File: config.mk
export PLATFORM = sky130hd
export DESIGN_NAME = page_table_responder
export DESIGN_NICKNAME = d
export VERILOG_FILES = /design/src/rtl/page_table_responder.sv
export SDC_FILE = /design/constraint.sdc
export NUM_CORES = 1
export LEC_CHECK = 0
export ABC_CLOCK_PERIOD_IN_PS = 8700
export BUFFER_PORTS_ARGS = -buffer_cell sky130_fd_sc_hd__buf_2
export CORE_MARGIN = 1
export CORE_UTILIZATION = 35
export CTS_BUF_LIST = sky130_fd_sc_hd__clkbuf_16
export DETAILED_ROUTE_END_ITERATION = 12
export HOLD_SLACK_MARGIN = 0.06
export PLACE_DENSITY_LB_ADDON = 0.12
export SYNTH_ARGS = -nofsm -noshare
export SYNTH_HDL_FRONTEND = slang
export SYNTH_SLANG_ARGS = --single-unit
File: constraint.sdc
create_clock -name clk -period 8.7 [get_ports clk]
set_clock_uncertainty 0.05 [all_clocks]
set_input_delay 0.435 -clock clk [delete_from_list [all_inputs] [get_ports clk]]
set_output_delay 0.435 -clock clk [all_outputs]
set_load 0.005 [all_outputs]
File: src/rtl/page_table_responder.sv
// ============================================================================
// page_table_responder
// ----------------------------------------------------------------------------
// Page-table side of the TLB <-> PageTable interface. It answers TLB refill
// reads and absorbs dirty write-backs from the TLB. It holds the VPN->PPN map
// for a small paged system (default: 6-bit VPN, 2-bit PPN).
//
// On a read of an unmapped VPN, the block raises a page fault. It then
// allocates a physical frame round-robin and evicts that frame's previous
// owner. Every request ends with a one-cycle done pulse.
//
// Storage
//   pt[vpn]      = {valid, dirty, ppn}  forward map, one entry per VPN
//   owner[frame] = {valid, vpn}         reverse map, one entry per frame
//   victim                              next frame handed out on a fault
//
// The forward and reverse maps are kept consistent. A frame has at most one
// owning VPN, and a VPN maps to at most one frame.
//
// Ports
//   clk            in   1      system clock, rising edge
//   rst_n          in   1      asynchronous active-low reset
//   req_valid      in   1      request strobe, sampled only while req_ready=1
//   req_ready      out  1      idle and able to accept a request
//   write_to_table in   1      1 = write-back of (VPN, PPN), 0 = read
//   V_addr_TLB_in  in   VPN_W  VPN of the request
//   P_addr_TLB_in  in   PPN_W  PPN to store (writes only)
//   done           out  1      one-cycle completion pulse
//   P_addr_TLB_out out  PPN_W  PPN returned by a read, held until next done
//   page_fault     out  1      high with done when the read allocated a frame
//   fault_count    out  8      saturating count of page faults since reset
// ============================================================================
module page_table_responder #(
    parameter int VPN_W      = 6,
    parameter int PPN_W      = 2,
    parameter int LOOKUP_LAT = 2,
    parameter int FAULT_LAT  = 4
) (
    input  logic             clk,
    input  logic             rst_n,
    input  logic             req_valid,
    output logic             req_ready,
    input  logic             write_to_table,
    input  logic [VPN_W-1:0] V_addr_TLB_in,
    input  logic [PPN_W-1:0] P_addr_TLB_in,
    output logic             done,
    output logic [PPN_W-1:0] P_addr_TLB_out,
    output logic             page_fault,
    output logic [7:0]       fault_count
);

    localparam int DEPTH   = 1 << VPN_W;
    localparam int FRAMES  = 1 << PPN_W;
    localparam int LAT_MAX = (LOOKUP_LAT > FAULT_LAT) ? LOOKUP_LAT : FAULT_LAT;
    localparam int CNT_W   = (LAT_MAX > 1) ? $clog2(LAT_MAX) : 1;

    localparam logic [CNT_W-1:0] LOOKUP_LOAD = CNT_W'(LOOKUP_LAT - 1);
    localparam logic [CNT_W-1:0] FAULT_LOAD  = CNT_W'(FAULT_LAT - 1);

    typedef enum logic [1:0] {
        IDLE,
        LOOKUP,
        FAULT,
        RESP
    } state_t;

    // ------------------------------------------------------------------------
    // State
    // ------------------------------------------------------------------------
    state_t             state;
    logic [CNT_W-1:0]   cnt;
    logic               req_write;
    logic [VPN_W-1:0]   req_vpn;
    logic [PPN_W-1:0]   req_ppn;

    // Valid bits must be cleared by reset; the payload fields need not be.
    logic [DEPTH-1:0]   pt_valid;
    logic [DEPTH-1:0]   pt_dirty;
    logic [PPN_W-1:0]   pt_ppn    [DEPTH];
    logic [FRAMES-1:0]  owner_valid;
    logic [VPN_W-1:0]   owner_vpn [FRAMES];
    logic [PPN_W-1:0]   victim;

    // ------------------------------------------------------------------------
    // Decode of the latched request against the current table contents
    // ------------------------------------------------------------------------
    logic               lookup_exit;   // last LOOKUP cycle
    logic               fault_exit;    // last FAULT cycle
    logic               tbl_write_en;  // write-back commits this cycle
    logic               tbl_alloc_en;  // fault allocation commits this cycle
    logic               cur_hit;       // requested VPN is mapped
    logic [PPN_W-1:0]   cur_ppn;       // its current frame, when mapped
    logic               wr_steal;      // target frame owned by another VPN
    logic [VPN_W-1:0]   wr_prev_vpn;   // that other VPN
    logic               wr_moved;      // VPN is leaving a different frame
    logic               evict_valid;   // victim frame currently has an owner
    logic [VPN_W-1:0]   evict_vpn;     // that owner

    // NOTE: every output of a combinational block gets a default first, so no
    // path leaves a signal unassigned and no latch is inferred.
    always_comb begin
        lookup_exit  = 1'b0;
        fault_exit   = 1'b0;
        tbl_write_en = 1'b0;
        tbl_alloc_en = 1'b0;
        cur_hit      = pt_valid[req_vpn];
        cur_ppn      = pt_ppn[req_vpn];
        wr_prev_vpn  = owner_vpn[req_ppn];
        wr_steal     = 1'b0;
        wr_moved     = 1'b0;
        evict_valid  = owner_valid[victim];
        evict_vpn    = owner_vpn[victim];

        if (state == LOOKUP && cnt == '0) begin
            lookup_exit = 1'b1;
        end
        if (state == FAULT && cnt == '0) begin
            fault_exit = 1'b1;
        end

        tbl_write_en = lookup_exit && req_write;
        tbl_alloc_en = fault_exit;

        // One frame, one owner: a write onto a frame held by another VPN
        // unmaps that VPN. A VPN moving to a new frame releases its old one.
        wr_steal = owner_valid[req_ppn] && (wr_prev_vpn != req_vpn);
        wr_moved = cur_hit && (cur_ppn != req_ppn);
    end

    // ------------------------------------------------------------------------
    // Table payload (ppn, dirty, reverse-map vpn)
    // ------------------------------------------------------------------------
    // NOTE: the payload arrays are deliberately left out of reset. Each entry
    // is qualified by a valid bit that is reset, so a stale payload is never
    // observed, and the arrays can map onto plain storage.
    always_ff @(posedge clk) begin
        if (tbl_write_en) begin
            pt_ppn[req_vpn]    <= req_ppn;
            pt_dirty[req_vpn]  <= 1'b1;
            owner_vpn[req_ppn] <= req_vpn;
        end
        if (tbl_alloc_en) begin
            pt_ppn[req_vpn]    <= victim;
            pt_dirty[req_vpn]  <= 1'b0;
            owner_vpn[victim]  <= req_vpn;
        end
    end

    // The dirty bit is recorded for a future eviction write-back path.
    // Nothing consumes it yet.
    logic unused_dirty;
    assign unused_dirty = ^pt_dirty;

    // ------------------------------------------------------------------------
    // Control FSM, valid bits, victim pointer and registered outputs
    // ------------------------------------------------------------------------
    // NOTE: all sequential state uses non-blocking assignments. Every register
    // then samples the pre-edge values, so table reads in the decode above
    // never see a same-edge update.
    always_ff @(posedge clk or negedge rst_n) begin
        if (!rst_n) begin
            state          <= IDLE;
            cnt            <= '0;
            req_write      <= 1'b0;
            req_vpn        <= '0;
            req_ppn        <= '0;
            pt_valid       <= '0;
            owner_valid    <= '0;
            victim         <= '0;
            req_ready      <= 1'b1;
            done           <= 1'b0;
            page_fault     <= 1'b0;
            P_addr_TLB_out <= '0;
            fault_count    <= '0;
        end else begin
            // done and page_fault are single-cycle pulses, raised only on
            // the edge that enters RESP.
            done       <= 1'b0;
            page_fault <= 1'b0;

            case (state)
                IDLE: begin
                    if (req_valid) begin
                        req_write <= write_to_table;
                        req_vpn   <= V_addr_TLB_in;
                        req_ppn   <= P_addr_TLB_in;
                        cnt       <= LOOKUP_LOAD;
                        req_ready <= 1'b0;
                        state     <= LOOKUP;
                    end
                end

                LOOKUP: begin
                    if (!lookup_exit) begin
                        cnt <= cnt - 1'b1;
                    end else if (req_write) begin
                        if (wr_steal) begin
                            pt_valid[wr_prev_vpn] <= 1'b0;
                        end
                        if (wr_moved) begin
                            owner_valid[cur_ppn] <= 1'b0;
                        end
                        pt_valid[req_vpn]    <= 1'b1;
                        owner_valid[req_ppn] <= 1'b1;
                        done                 <= 1'b1;
                        state                <= RESP;
                    end else if (cur_hit) begin
                        P_addr_TLB_out <= cur_ppn;
                        done           <= 1'b1;
                        state          <= RESP;
                    end else begin
                        cnt   <= FAULT_LOAD;
                        state <= FAULT;
                    end
                end

                FAULT: begin
                    if (!fault_exit) begin
                        cnt <= cnt - 1'b1;
                    end else begin
                        // The evicted owner is always a different VPN,
                        // because the faulting VPN was unmapped.
                        if (evict_valid) begin
                            pt_valid[evict_vpn] <= 1'b0;
                        end
                        pt_valid[req_vpn]   <= 1'b1;
                        owner_valid[victim] <= 1'b1;
                        victim              <= victim + 1'b1;
                        if (fault_count != 8'hFF) begin
                            fault_count <= fault_count + 8'd1;
                        end
                        P_addr_TLB_out <= victim;
                        page_fault     <= 1'b1;
                        done           <= 1'b1;
                        state          <= RESP;
                    end
                end

                RESP: begin
                    req_ready <= 1'b1;
                    state     <= IDLE;
                end

                default: begin
                    req_ready <= 1'b1;
                    state     <= IDLE;
                end
            endcase
        end
    end

endmodule
Word level (Yosys, flattened, before mapping)
Memories as Yosys holds them, arrays and structs flattened.
Index checks and enable logic that the tools add are counted.
Storage, ports and cells
  bits in registers: 96
  memory bits (writable): 152
  input port bits: 12
  output and inout bits: 13
  logic and storage cells: 151
  memories: 2
Operators by class
  add/subtract/negate cells: 3
  magnitude comparators: 12
  equal/unequal tests: 15
  muxes and demuxes: 70
  bitwise gates (word level): 11
  reductions and logical operators: 25
Memories
  pt_ppn: words 64, bits a word 2, rd ports 1, clocked after Yosys merged registers in 0, write ports 1, RTL line 79  | logic [PPN_W-1:0] pt_ppn [DEPTH];
  owner_vpn: words 4, bits a word 6, rd ports 2, clocked after Yosys merged registers in 0, write ports 1, RTL line 81  | logic [VPN_W-1:0] owner_vpn [FRAMES];
Operators with widths (count)
  64-bit two-way mux: 10
  64-bit bitwise AND: 2
  64-bit NOT: 2
  64-bit OR: 2
  64-bit one-hot mux with 2 select lines: 1
  4-bit two-way mux: 7
  2-bit two-way mux: 13
  1-bit two-way mux: 23
  6-bit by 7-bit < comparator with 1-bit output (second input constant): 3
  1-bit demux with 6-bit select: 3
  6-bit by 1-bit >= comparator with 1-bit output (second input constant): 3
  2-bit inequality test (second input constant): 7
  1-bit logical AND: 11
  5-bit AND reduction: 2
  2-bit by 3-bit < comparator with 1-bit output (second input constant): 3
  8-bit by 1-bit adder with 8-bit output (second input constant): 1
  8-bit inequality test (second input constant): 1
  4-bit OR: 2
  2-bit one-hot mux with 4 select lines: 1
  4-bit one-hot mux with 2 select lines: 1
  1-bit binary-select mux with 6-bit select: 1
  1-bit demux with 2-bit select: 3
  2-bit by 1-bit >= comparator with 1-bit output (second input constant): 3
  6-bit two-way mux: 1
  other kinds (21): 30

Longest topological paths before layout
Gate-level depths: netlist of the first run.
An unclocked memory read counts as a cell.
  depth after elaboration: 15
  depth in mapped cells: 11

Worst setup path after synthesis of the first run
No wires, ideal clock.
  path kind: register -> register
  start: register state[0]
  end: memory owner_vpn[1][0], enable pin
  library setup time: 377 ps
  arrival: 2529 ps
  path slack: 5744 ps
  cell stages (with the launch flop): 8
  path buffers: 1
  clock period less this slack: 2956 ps
  cell sequence: dfrtp_1 inv_1 ha_1 clkbuf_1 nand2_1 mux2i_1 inv_1 nor3_1
On the way
  longest elaborated chain between the ends: 7
  elaborated cells between the ends (all ways): 14
  classes of those cells: eq/ne: 2; mux: 8; reduce/logical: 4
Ends and longest elaborated chain
  start, declared: RTL line 70  | state_t state;
  start signal, assigned: RTL line 162  | state <= IDLE;
  start signal, assigned: RTL line 189  | state <= LOOKUP;
  start signal, assigned: RTL line 206  | state <= RESP;
  2-bit == test / 2-bit by 1-bit == test with 1-bit output (equally long branches): RTL line 117, 114
  1-bit logical AND (on tied branches): RTL line 117, 114
  1-bit two-way mux (on tied branches): RTL line 117, 114
  1-bit two-way mux / 1-bit logical AND (equally long branches): RTL line 142, 121
  1-bit two-way mux (on tied branches): RTL line 145, 137
  6-bit OR reduction (no line) / 1-bit two-way mux (equally long branches)
  2-bit two-way mux (no line) / 1-bit two-way mux (equally long branches)
  end, declared: RTL line 81
Parallel ways exist; a longest one is shown, timed or not.

Worst setup path in the final report of the first run
  start: register req_ppn[0]
  end: register pt_valid[49]
On the way
  longest elaborated chain between the ends: 15
  elaborated cells between the ends (all ways): 20
  classes of those cells: order compare: 2; eq/ne: 1; mux: 11; bitwise: 3; reduce/logical: 2; memory: 1
Ends and longest elaborated chain
  start, declared: RTL line 74  | logic [PPN_W-1:0] req_ppn;
  start signal, assigned: RTL line 186  | req_ppn <= P_addr_TLB_in;
  memory 4 x 6 bit
  6-bit by 7-bit < comparator with 1-bit output (implied by the code) / 6-bit by 1-bit >= comparator with 1-bit output (equally long branches): RTL line 198  | pt_valid[wr_prev_vpn] <= 1'b0;
  1-bit logical AND (implied by the code): RTL line 198
  1-bit two-way mux (implied by the code): RTL line 198
  1-bit demux with 6-bit select: RTL line 198
  64-bit NOT (no line)
  64-bit bitwise AND (no line)
  64-bit two-way mux (*): RTL line 197  | if (wr_steal) begin
  64-bit two-way mux (*): RTL line 196  | end else if (req_write) begin
  64-bit two-way mux (*): RTL line 194  | if (!lookup_exit) begin
  64-bit two-way mux (*): RTL line 181  | case (state)
  64-bit OR (no line) (*)
  64-bit two-way mux (*): RTL line 196
  64-bit two-way mux (*): RTL line 194
  64-bit one-hot mux with 2 select lines (*): RTL line 181
  end signal, assigned by index: RTL line 198
  end signal, assigned by index: RTL line 203  | pt_valid[req_vpn] <= 1'b1;
  end signal, assigned by index: RTL line 224  | pt_valid[evict_vpn] <= 1'b0;
  end, declared: RTL line 77  | logic [DEPTH-1:0] pt_valid;
Every way passes the cells marked *; elsewhere a longest branch is shown, timed or not. The select of a mux whose other input is x is not followed.
A chain may end at the register's enable or synchronous reset.

==> results of run 1 <==
-- placed cells by master, fill, tap and decap left out, drive strengths merged, types with 10 or more instances in the layout --
master | netlist | layout
nor3 | 18 | 18
nand2 | 127 | 127
o311ai | 60 | 60
mux2 | 17 | 17
o21ai | 32 | 32
nor2 | 83 | 83
mux4 | 42 | 42
inv | 18 | 23
mux2i | 31 | 31
clkbuf | 42 | 28
dfrtp | 95 | 95
clkinv | 1 | 15
ha | 10 | 10
nor2b | 15 | 15
buf | 33 | 35
edfxtp | 152 | 152
a21oi | 24 | 24
nand2b | 13 | 13
nand3 | 18 | 18
o221ai | 60 | 60
-- flip-flops by register name (all words and copies together), names as in the netlist, 2 cells and up --
| signal | count |
|---|---|
| pt_ppn | 128 |
| pt_valid | 64 |
| owner_vpn | 24 |
| fault_count | 8 |
| req_vpn | 6 |
| owner_valid | 4 |
| P_addr_TLB_out | 2 |
| cnt | 2 |
| req_ppn | 2 |
| state | 2 |
| victim | 2 |
-- Yosys cell counts, types with 4 or more instances --
cell type / n / area, um2
edfxtp_1: 152 / 4560
mux2i_1: 31 / 310
a31oi_1: 5 / 31.3
nor3b_1: 5 / 37.5
o21a_1: 4 / 30.0
xnor2_1: 9 / 78.8
nand3b_1: 4 / 30.0
or3_1: 4 / 25.0
nor2b_1: 15 / 93.8
mux2_2: 17 / 191
and3_1: 4 / 25.0
dfrtp_1: 95 / 2380
o221ai_1: 59 / 517
a21oi_1: 24 / 120
mux4_2: 40 / 901
o311ai_1: 48 / 420
nor3_1: 17 / 85.1
inv_1: 18 / 67.6
a22oi_1: 5 / 37.5
o311ai_0: 12 / 105
nand4_1: 9 / 56.3
ha_1: 10 / 125
and2_1: 5 / 31.3
xor2_1: 5 / 43.8
or4_4: 6 / 67.6
or2_2: 4 / 25.0
buf_2: 16 / 80.1
nand2b_1: 13 / 81.3
o21ai_0: 30 / 150
nor2_1: 83 / 312
o22ai_1: 4 / 25.0
buf_6: 11 / 124
or3b_2: 4 / 35.0
clkbuf_1: 41 / 154
nor4_1: 4 / 25.0
nand2_1: 127 / 477
nand3_1: 17 / 85.1
-- final cells by class --
| class | count | area (um2) |
|---|---|---|
| flip-flops and latches | 248 | 6980 |
| multi-input cells | 666 | 4990 |
| clock buffers | 28 | 701 |
| clock inverters | 22 | 171 |
| well taps | 455 | 569 |
| inverters | 19 | 71.3 |
| repair buffers | 41 | 265 |
| fillers | 3361 | 21000 |
-- critical path: cells and delay by family (launching register included) --
family / cells / cell delay, ns
flip-flops: 1 / 0.76
multiplexers: 1 / 0.81
AO/OA/AOI/OAI: 2 / 0.33
XOR/XNOR: 1 / 0.21
AND/OR/NAND/NOR: 3 / 1.26
-- routing by layer --
layer | vias up | wire length (um) | global-route usage [%]
met5 | - | 0 | 0
met4 | 0 | 1140 | 6.80
met3 | 64 | 2020 | 3.20
met2 | 293 | 17400 | 33.0
met1 | 4435 | 16700 | 29.0
li1 | 3932 | - | -
-- how the worst min path moves through the flow --
stage	start	to	slack, ns	depth (start not counted)
2_1_floorplan	rst_n	P_addr_TLB_out[0]	0.09	0
3_3_place_gp	rst_n	fault_count[2]	0.33	1
3_5_place_dp	rst_n	fault_count[2]	0.33	1
4_1_cts	V_addr_TLB_in[4]	req_vpn[4]	0.07	2
5_1_grt	V_addr_TLB_in[4]	req_vpn[4]	0.08	2
6_report	V_addr_TLB_in[5]	req_vpn[5]	0.1	2
-- report_power, final --
group / switching [uW] / leakage (uW) / total, uW / internal, uW
clock: 497 / 0.000447 / 1140 / 642
sequential: 218 / 0.00232 / 1680 / 1470
combinational: 1220 / 0.00209 / 1820 / 597
-- metrics by stage --
| step | setup WS, ns | instances | total power, uW |
|---|---|---|---|
| global placement | 5.22 | 1423 | 3520 |
| CTS | 5.13 | 1479 | 4680 |
| floorplan | 5.74 | 1008 | 2920 |
| finish | 5.16 | 1479 | 4640 |
| detailed placement | 5.18 | 1423 | 3530 |
| global route | 4.92 | 1479 | 4890 |
-- logic make-up (layout without fill, tap and decap cells) --
family / count (synthesis) / after routing
xor+xnor: 14 / 14
compound gates: 217 / 217
fa+ha+maj: 10 / 10
simple gates: 335 / 335
buf+inv: 94 / 110
flops: 248 / 248
mux: 90 / 90
==> run metrics, run 1 <==
status finished, final reports clean; Power Dens Cells 338 mW/mm2; CP max FO 15; IO Count 25; Setup crit start req_ppn[0]; Worst-path clk slew 0.06 ns; Post CTS Setup Buffer Count 0; DRT Pass-1 Iters 6; final setup violation count 0; Hold Slack 0.0975 ns; leak pwr 0.00485 uW; asr flop ratio synth 38.7%; worst r2r src req_ppn[0]; max cap viols 0; Seq/Total Area, Yosys 56.1%; chip height 190 um; final hold viol count 0; routed len/inst 25.2 um; post-layout util 39.6%; die area 0.0362 mm2; Cells after Synth 1008; flop2flop setup slack 5.16 ns; Placement Cell Area 0.0128 mm2; CTS buffer count 28; post-CTS sizing 0; Overflow after GRT 0; EDFF count, synth 152; Synth Area in XOR/XNOR 0.988%; Adder-Cell Fraction of Synth Area 1.01%; Fin Setup TNS 0 ns; Slew @ Worst Pin 1.21 ns; Crit. End Element register; YS warnings 0; synthesized flop and latch total 248; post-synth net total 1030; mean post-synth cell area 12.3 um2; Clock Latency Late Sink 0.58 ns; Total Routing Usage GR 20.8%; largest net degree at the start of global routing 124; Startpoint Class register; Root Driver clkbuf_16; final period utilization 40.7%; input/output buffers 24; CP max stage cell mux4_1; initial antenna violation count 0; CP required 9.11 ns; vias per cell 5.90; layout cells sized above 1 15.0%; Critical path destination pt_valid[49]; Die Width 190 um; maximum VDD drop 0.184 mV; Post-Synth Simple-Gate Area 13.0%; FP Rows 68; Area Growth Syn to Fin 10.7%; vias in the first global route 8636; Final Critical Period 3.54 ns; Highest Clock Rate 283 MHz; Starting Density 35.8%; Arrival @ worst endpoint 3.95 ns; Synth Area in Compound Gates 13.4%; crit-path max cell delay 0.81 ns; Worst R2R End pt_valid[49]; Unique masters post-synth 72; vias 8724; Layout Cell Area excl Fill 0.0137 mm2; Hold Path Class in2reg; DRT iter0 DRCs 914; # hold bufs at CTS 6; first-pass GRT wire length 56000 um; clk buf depth 3; HPWL Detailed 23200 um; Antenna diodes 0; multiplexer share of the synthesized area 11.7%; total length of routed wires 37200 um; nets 1026; Netlist Area Pre-Place 0.0124 mm2; worst-case reg-to-reg path depth 7; Post-synth top flop edfxtp_1; Post-DRT Antenna Nets 0; relative slew slack 19.1%; Remaining DRCs 0; RSZ-0062 raised after global routing no; clock tree sinks 248; Max Slew Vio Count 0; largest family of logic cells by synthesized area compound AO/OA/AOI/OAI gates; placer congestion estimate 0.837; CTS tree built; critical path cell sequence mux4_1 > xnor2_1 > nand4_1 > nor3_2 > or4b_1 > o221ai_1 > o311ai_1; H-tree depth 1; Core Box Area 0.0347 mm2; Crit Path Class reg2reg
Power figures use the tool's default switching activity.
==> run 2, diff against run 1 <==
--- a/config.mk
+++ b/config.mk
@@ -5,7 +5,7 @@
 export SDC_FILE = /design/constraint.sdc
 export NUM_CORES = 1
 export LEC_CHECK = 0
-export ABC_CLOCK_PERIOD_IN_PS = 8700
+export ABC_CLOCK_PERIOD_IN_PS = 3500
 export BUFFER_PORTS_ARGS = -buffer_cell sky130_fd_sc_hd__buf_2
 export CORE_MARGIN = 1
 export CORE_UTILIZATION = 35
==> constraint.sdc (replaced) <==
create_clock -name clk -period 3.5 [get_ports clk]
set_clock_uncertainty 0.05 [all_clocks]
set_input_delay 0.175 -clock clk [delete_from_list [all_inputs] [get_ports clk]]
set_output_delay 0.175 -clock clk [all_outputs]
set_load 0.005 [all_outputs]
==> run metrics, run 2 (synthesis gave the netlist of run 1 again) <==
DRT Pass-1 Iters 6; Hold Path Class in2async; Area Growth Syn to Fin 14.1%; clk buf depth 3; internal power 7140 uW; layout cells sized above 1 17.6%; max cap viols 0; Total Routing Usage GR 20.9%; Post-DRT Antenna Nets 0; FP Rows 68; routed len/inst 24.4 um; Crit Path Class reg2reg; vias in the first global route 8874; DRT iter0 DRCs 779; total power 12000 uW; Crit. End Element register; # hold bufs at CTS 11; Starting Density 35.8%; Power Dens Cells 849 mW/mm2; most frequent cells in the layout edfxtp_1 (152), nand2_1 (127), dfrtp_1 (92), nor2_1 (83), o221ai_1 (59); crit-path max cell delay 0.76 ns; Reg with most FFs pt_ppn; vias 8914; die area 0.0362 mm2; Placement Cell Area 0.0131 mm2; CTS buffer count 28; Worst-path clk slew 0.06 ns; Overflow after GRT 0; Clock Latency Late Sink 0.57 ns; status finished, final reports clean; largest net degree at the start of global routing 97; Core Box Area 0.0347 mm2; Top Registers pt_ppn x128, pt_valid x64, owner_vpn x24; total length of routed wires 37000 um; leak pwr 0.00507 uW; CP max stage cell mux4_1; relative slew slack 36.2%; CP top delay family simple AND/OR/NAND/NOR gates; CTS tree built; clock tree sinks 248; Arrival @ worst endpoint 3.52 ns; Die Width 190 um; Switching Fraction 40.6%; Hold Slack 0.172 ns; maximum VDD drop 0.415 mV; number of fill cells 3279; RSZ-0062 raised after global routing no; nets 1062; Antenna diodes 0; P_sw 4890 uW; chip height 190 um; Remaining DRCs 0; H-tree depth 1; Layout Cell Area excl Fill 0.0142 mm2; most common cell after layout, fill and taps aside edfxtp_1; Slew @ Worst Pin 0.950 ns; Startpoint Class register; post-CTS sizing 0; Clk pwr share 25.0%; Final Critical Period 3.13 ns; vias per cell 5.88; Post CTS Setup Buffer Count 0; first-pass GRT wire length 56800 um; Fin Setup TNS 0 ns; final hold viol count 0; final period utilization 89.4%; final setup violation count 0; CP max FO 12; CP required 3.89 ns; IO Count 25; flop2flop setup slack 0.37 ns; Root Driver clkbuf_16; max FFs per register 128; Gate power share 41.5%; critical path cell sequence mux4_1 > xnor2_1 > nand4_1 > nor3_2 > or4b_1 > o221ai_1 > o311ai_0; Bufs and invs on worst path 0; HPWL Detailed 24200 um; sequential power share 33.5%; placer congestion estimate 0.879; input/output buffers 24; Highest Clock Rate 320 MHz; initial antenna violation count 0; Max Slew Vio Count 0
## run 2: cell types whose count changed in the layout (fill, tap and decap cells not counted), sizes merged
cell	change
buf	+31
dlygate4sd3	+5
clkinv	+4
inv	-3
bufinv	+2
clkinvlp	-1
## run 2: path summary, 6_finish.rpt
path,cells after the start,startpoint,endpoint
worst min-delay path,3,rst_n,fault_count[2]
worst max-delay path,7,req_ppn[0],pt_valid[17]
worst max register to register,7,req_ppn[0],pt_valid[17]
max in group asynchronous,3,rst_n,req_vpn[2]
min in group clk,3,write_to_table,req_write
worst min register to register,2,req_ready,req_ready
## run 2: metal layers
layer	part of all wire [%]	track usage, %	wire length (um)	vias up
li1	-	-	-	4004
met1	45	29.3	16600	4526
met2	46	32.8	16900	315
met3	5.9	3.64	2200	69
met4	3.3	6.49	1210	0
met5	0	0	0	-
## run 2: area by class of cell
type / instances / area [um2] / area share [%]
Tap cell: 455 / 569 / 4.02
Sequential cell: 248 / 6980 / 49.3
Timing Repair Buffer: 77 / 623 / 4.40
Clock inverter: 24 / 229 / 1.62
Inverter: 19 / 71.3 / 0.504
Clock buffer: 28 / 701 / 4.95
Multi-Input combinational cell: 666 / 4990 / 35.2
## run 2: stage by stage
stage	setup WS (ns)	instances	utilization, %
2_1_floorplan	0.544	1008	-
5_1_grt	0.116	1517	40.8
3_5_place_dp	0.395	1454	37.8
4_1_cts	0.368	1517	40.8
3_3_place_gp	0.418	1454	37.8
6_report	0.370	1517	40.8
## run 2: worst min-delay path: cells and delay by family
family   cells  cell delay [ns]
buf+inv      3             1.05
## run 2: power by group through the flow
stage | clock network, uW | logic (uW) | registers (uW)
floorplan | 0 | 3400 | 3860
global placement | 0 | 4980 | 4080
detailed placement | 0 | 4960 | 4090
CTS | 3070 | 4990 | 4030
global route | 3170 | 5400 | 4080
finish | 3000 | 4990 | 4030
==> run 3, diff against run 2 <==
--- a/config.mk
+++ b/config.mk
@@ -5,7 +5,7 @@
 export SDC_FILE = /design/constraint.sdc
 export NUM_CORES = 1
 export LEC_CHECK = 0
-export ABC_CLOCK_PERIOD_IN_PS = 3500
+export ABC_CLOCK_PERIOD_IN_PS = 4000
 export BUFFER_PORTS_ARGS = -buffer_cell sky130_fd_sc_hd__buf_2
 export CORE_MARGIN = 1
 export CORE_UTILIZATION = 35
==> constraint.sdc (replaced) <==
create_clock -name clk -period 4 [get_ports clk]
set_clock_uncertainty 0.05 [all_clocks]
set_input_delay 0.2 -clock clk [delete_from_list [all_inputs] [get_ports clk]]
set_output_delay 0.2 -clock clk [all_outputs]
set_load 0.005 [all_outputs]
==> run metrics, run 3 (synthesis gave the netlist of run 1 again) <==
crit-path max cell delay 0.76 ns; max FFs per register 128; Overflow after GRT 0; vias per cell 5.89; Final Critical Period 3.37 ns; Remaining DRCs 0; status finished, final reports clean; CTS tree built; first-pass GRT wire length 57600 um; Root Driver clkbuf_16; DRT Pass-1 Iters 6; layout cells sized above 1 17.0%; final setup violation count 0; CTS buffer count 28; DRT iter0 DRCs 826; vias 8892; clk buf depth 3; FP Rows 68; worst r2r src req_ppn[0]; Highest Clock Rate 297 MHz; Crit Path Class reg2reg; input/output buffers 24; Total Routing Usage GR 21.3%; number of fill cells 3306; RSZ-0062 raised after global routing no; critical path cell sequence mux4_2 > xnor2_1 > nand4_1 > nor3_2 > or4b_1 > o221ai_1 > o311ai_1; max cap viols 0; Antenna diodes 0; Slew @ Worst Pin 0.724 ns; post-layout util 40.6%; Clock Latency Late Sink 0.57 ns; nets 1054; final hold viol count 0; Top Registers pt_ppn x128, pt_valid x64, owner_vpn x24; routed len/inst 25.0 um; total length of routed wires 37800 um; Starting Density 35.8%; post-CTS sizing 0; clock tree sinks 248; most frequent cells in the layout edfxtp_1 (152), nand2_1 (127), dfrtp_1 (92), nor2_1 (83), o221ai_1 (59); relative slew slack 51.6%; Worst-path clk slew 0.06 ns; CP max FO 15; die area 0.0362 mm2; Max Slew Vio Count 0; chip height 190 um; most common cell after layout, fill and taps aside edfxtp_1; Die Width 190 um; largest net degree at the start of global routing 66; Area Growth Syn to Fin 13.6%; Startpoint Class register; Crit. End Element register; Core Box Area 0.0347 mm2; initial antenna violation count 0; Reg with most FFs pt_ppn; CP max stage cell mux4_2; IO Count 25; final period utilization 84.2%; Post CTS Setup Buffer Count 0; leak pwr 0.00505 uW; Arrival @ worst endpoint 3.78 ns; vias in the first global route 8878; Hold Path Class in2async; worst-case reg-to-reg path depth 7; HPWL Detailed 24300 um; CP required 4.41 ns; Post-DRT Antenna Nets 0; placer congestion estimate 0.880; Fin Setup TNS 0 ns; Setup crit start req_ppn[0]; H-tree depth 1; maximum VDD drop 0.379 mV; Power Dens Cells 749 mW/mm2; # hold bufs at CTS 11
## run 3: worst paths after layout
check	endpoint	slack, ns
max	pt_valid[49]	0.63
min	fault_count[4]	0.12
max reg2reg	pt_valid[49]	0.63
min reg2reg	fault_count[7]	0.44
max in group asynchronous	req_vpn[1]	2.88
min in group clk	req_ppn[1]	0.35
## run 3: through the flow
| step | area [um2] | hold WS, ns | setup slack, ns | std cells | power (uW) |
|---|---|---|---|---|---|
| final | 14100 | 0.123 | 0.631 | 1509 | 10600 |
| after global routing | 14100 | 0.162 | 0.404 | 1509 | 11100 |
| after CTS | 14100 | 0.118 | 0.641 | 1509 | 10600 |
| after detailed placement | 13000 | 0.183 | 0.647 | 1446 | 7880 |
| after global placement | 13000 | 0.179 | 0.633 | 1446 | 7860 |
| after floorplan | 12400 | -0.146 | 1.04 | 1008 | 6350 |
## run 3: per-layer routing
| metal | global-route usage, % | up-vias | routed length (um) |
|---|---|---|---|
| li1 | - | 4004 | - |
| met1 | 29.7 | 4520 | 17100 |
| met2 | 34.2 | 293 | 17600 |
| met3 | 3.40 | 75 | 1900 |
| met4 | 6.34 | 0 | 1120 |
| met5 | 0 | - | 0 |
## run 3: worst max-delay path: cells and delay by family, from the launching register on
family	cells	cell delay, ns
AND/OR/NAND/NOR	3	1.17
multiplexers	1	0.76
AO/OA/AOI/OAI	2	0.33
XOR/XNOR	1	0.22
flip-flops	1	0.75
## run 3: cell type report
cell class	instances	area (um2)	area share, %
Multi-Input combinational cell	666	4990	35.4
Inverter	19	71.3	0.506
Tap cell	455	569	4.04
Timing Repair Buffer	69	513	3.64
Sequential cell	248	6980	49.5
Clock buffer	28	701	4.97
Clock inverter	24	283	2.00
## run 3: power breakdown
part | switching [uW] | total [uW] | internal, uW
clock network | 1080 | 2740 | 1660
logic | 2770 | 4200 | 1430
registers | 442 | 3630 | 3190
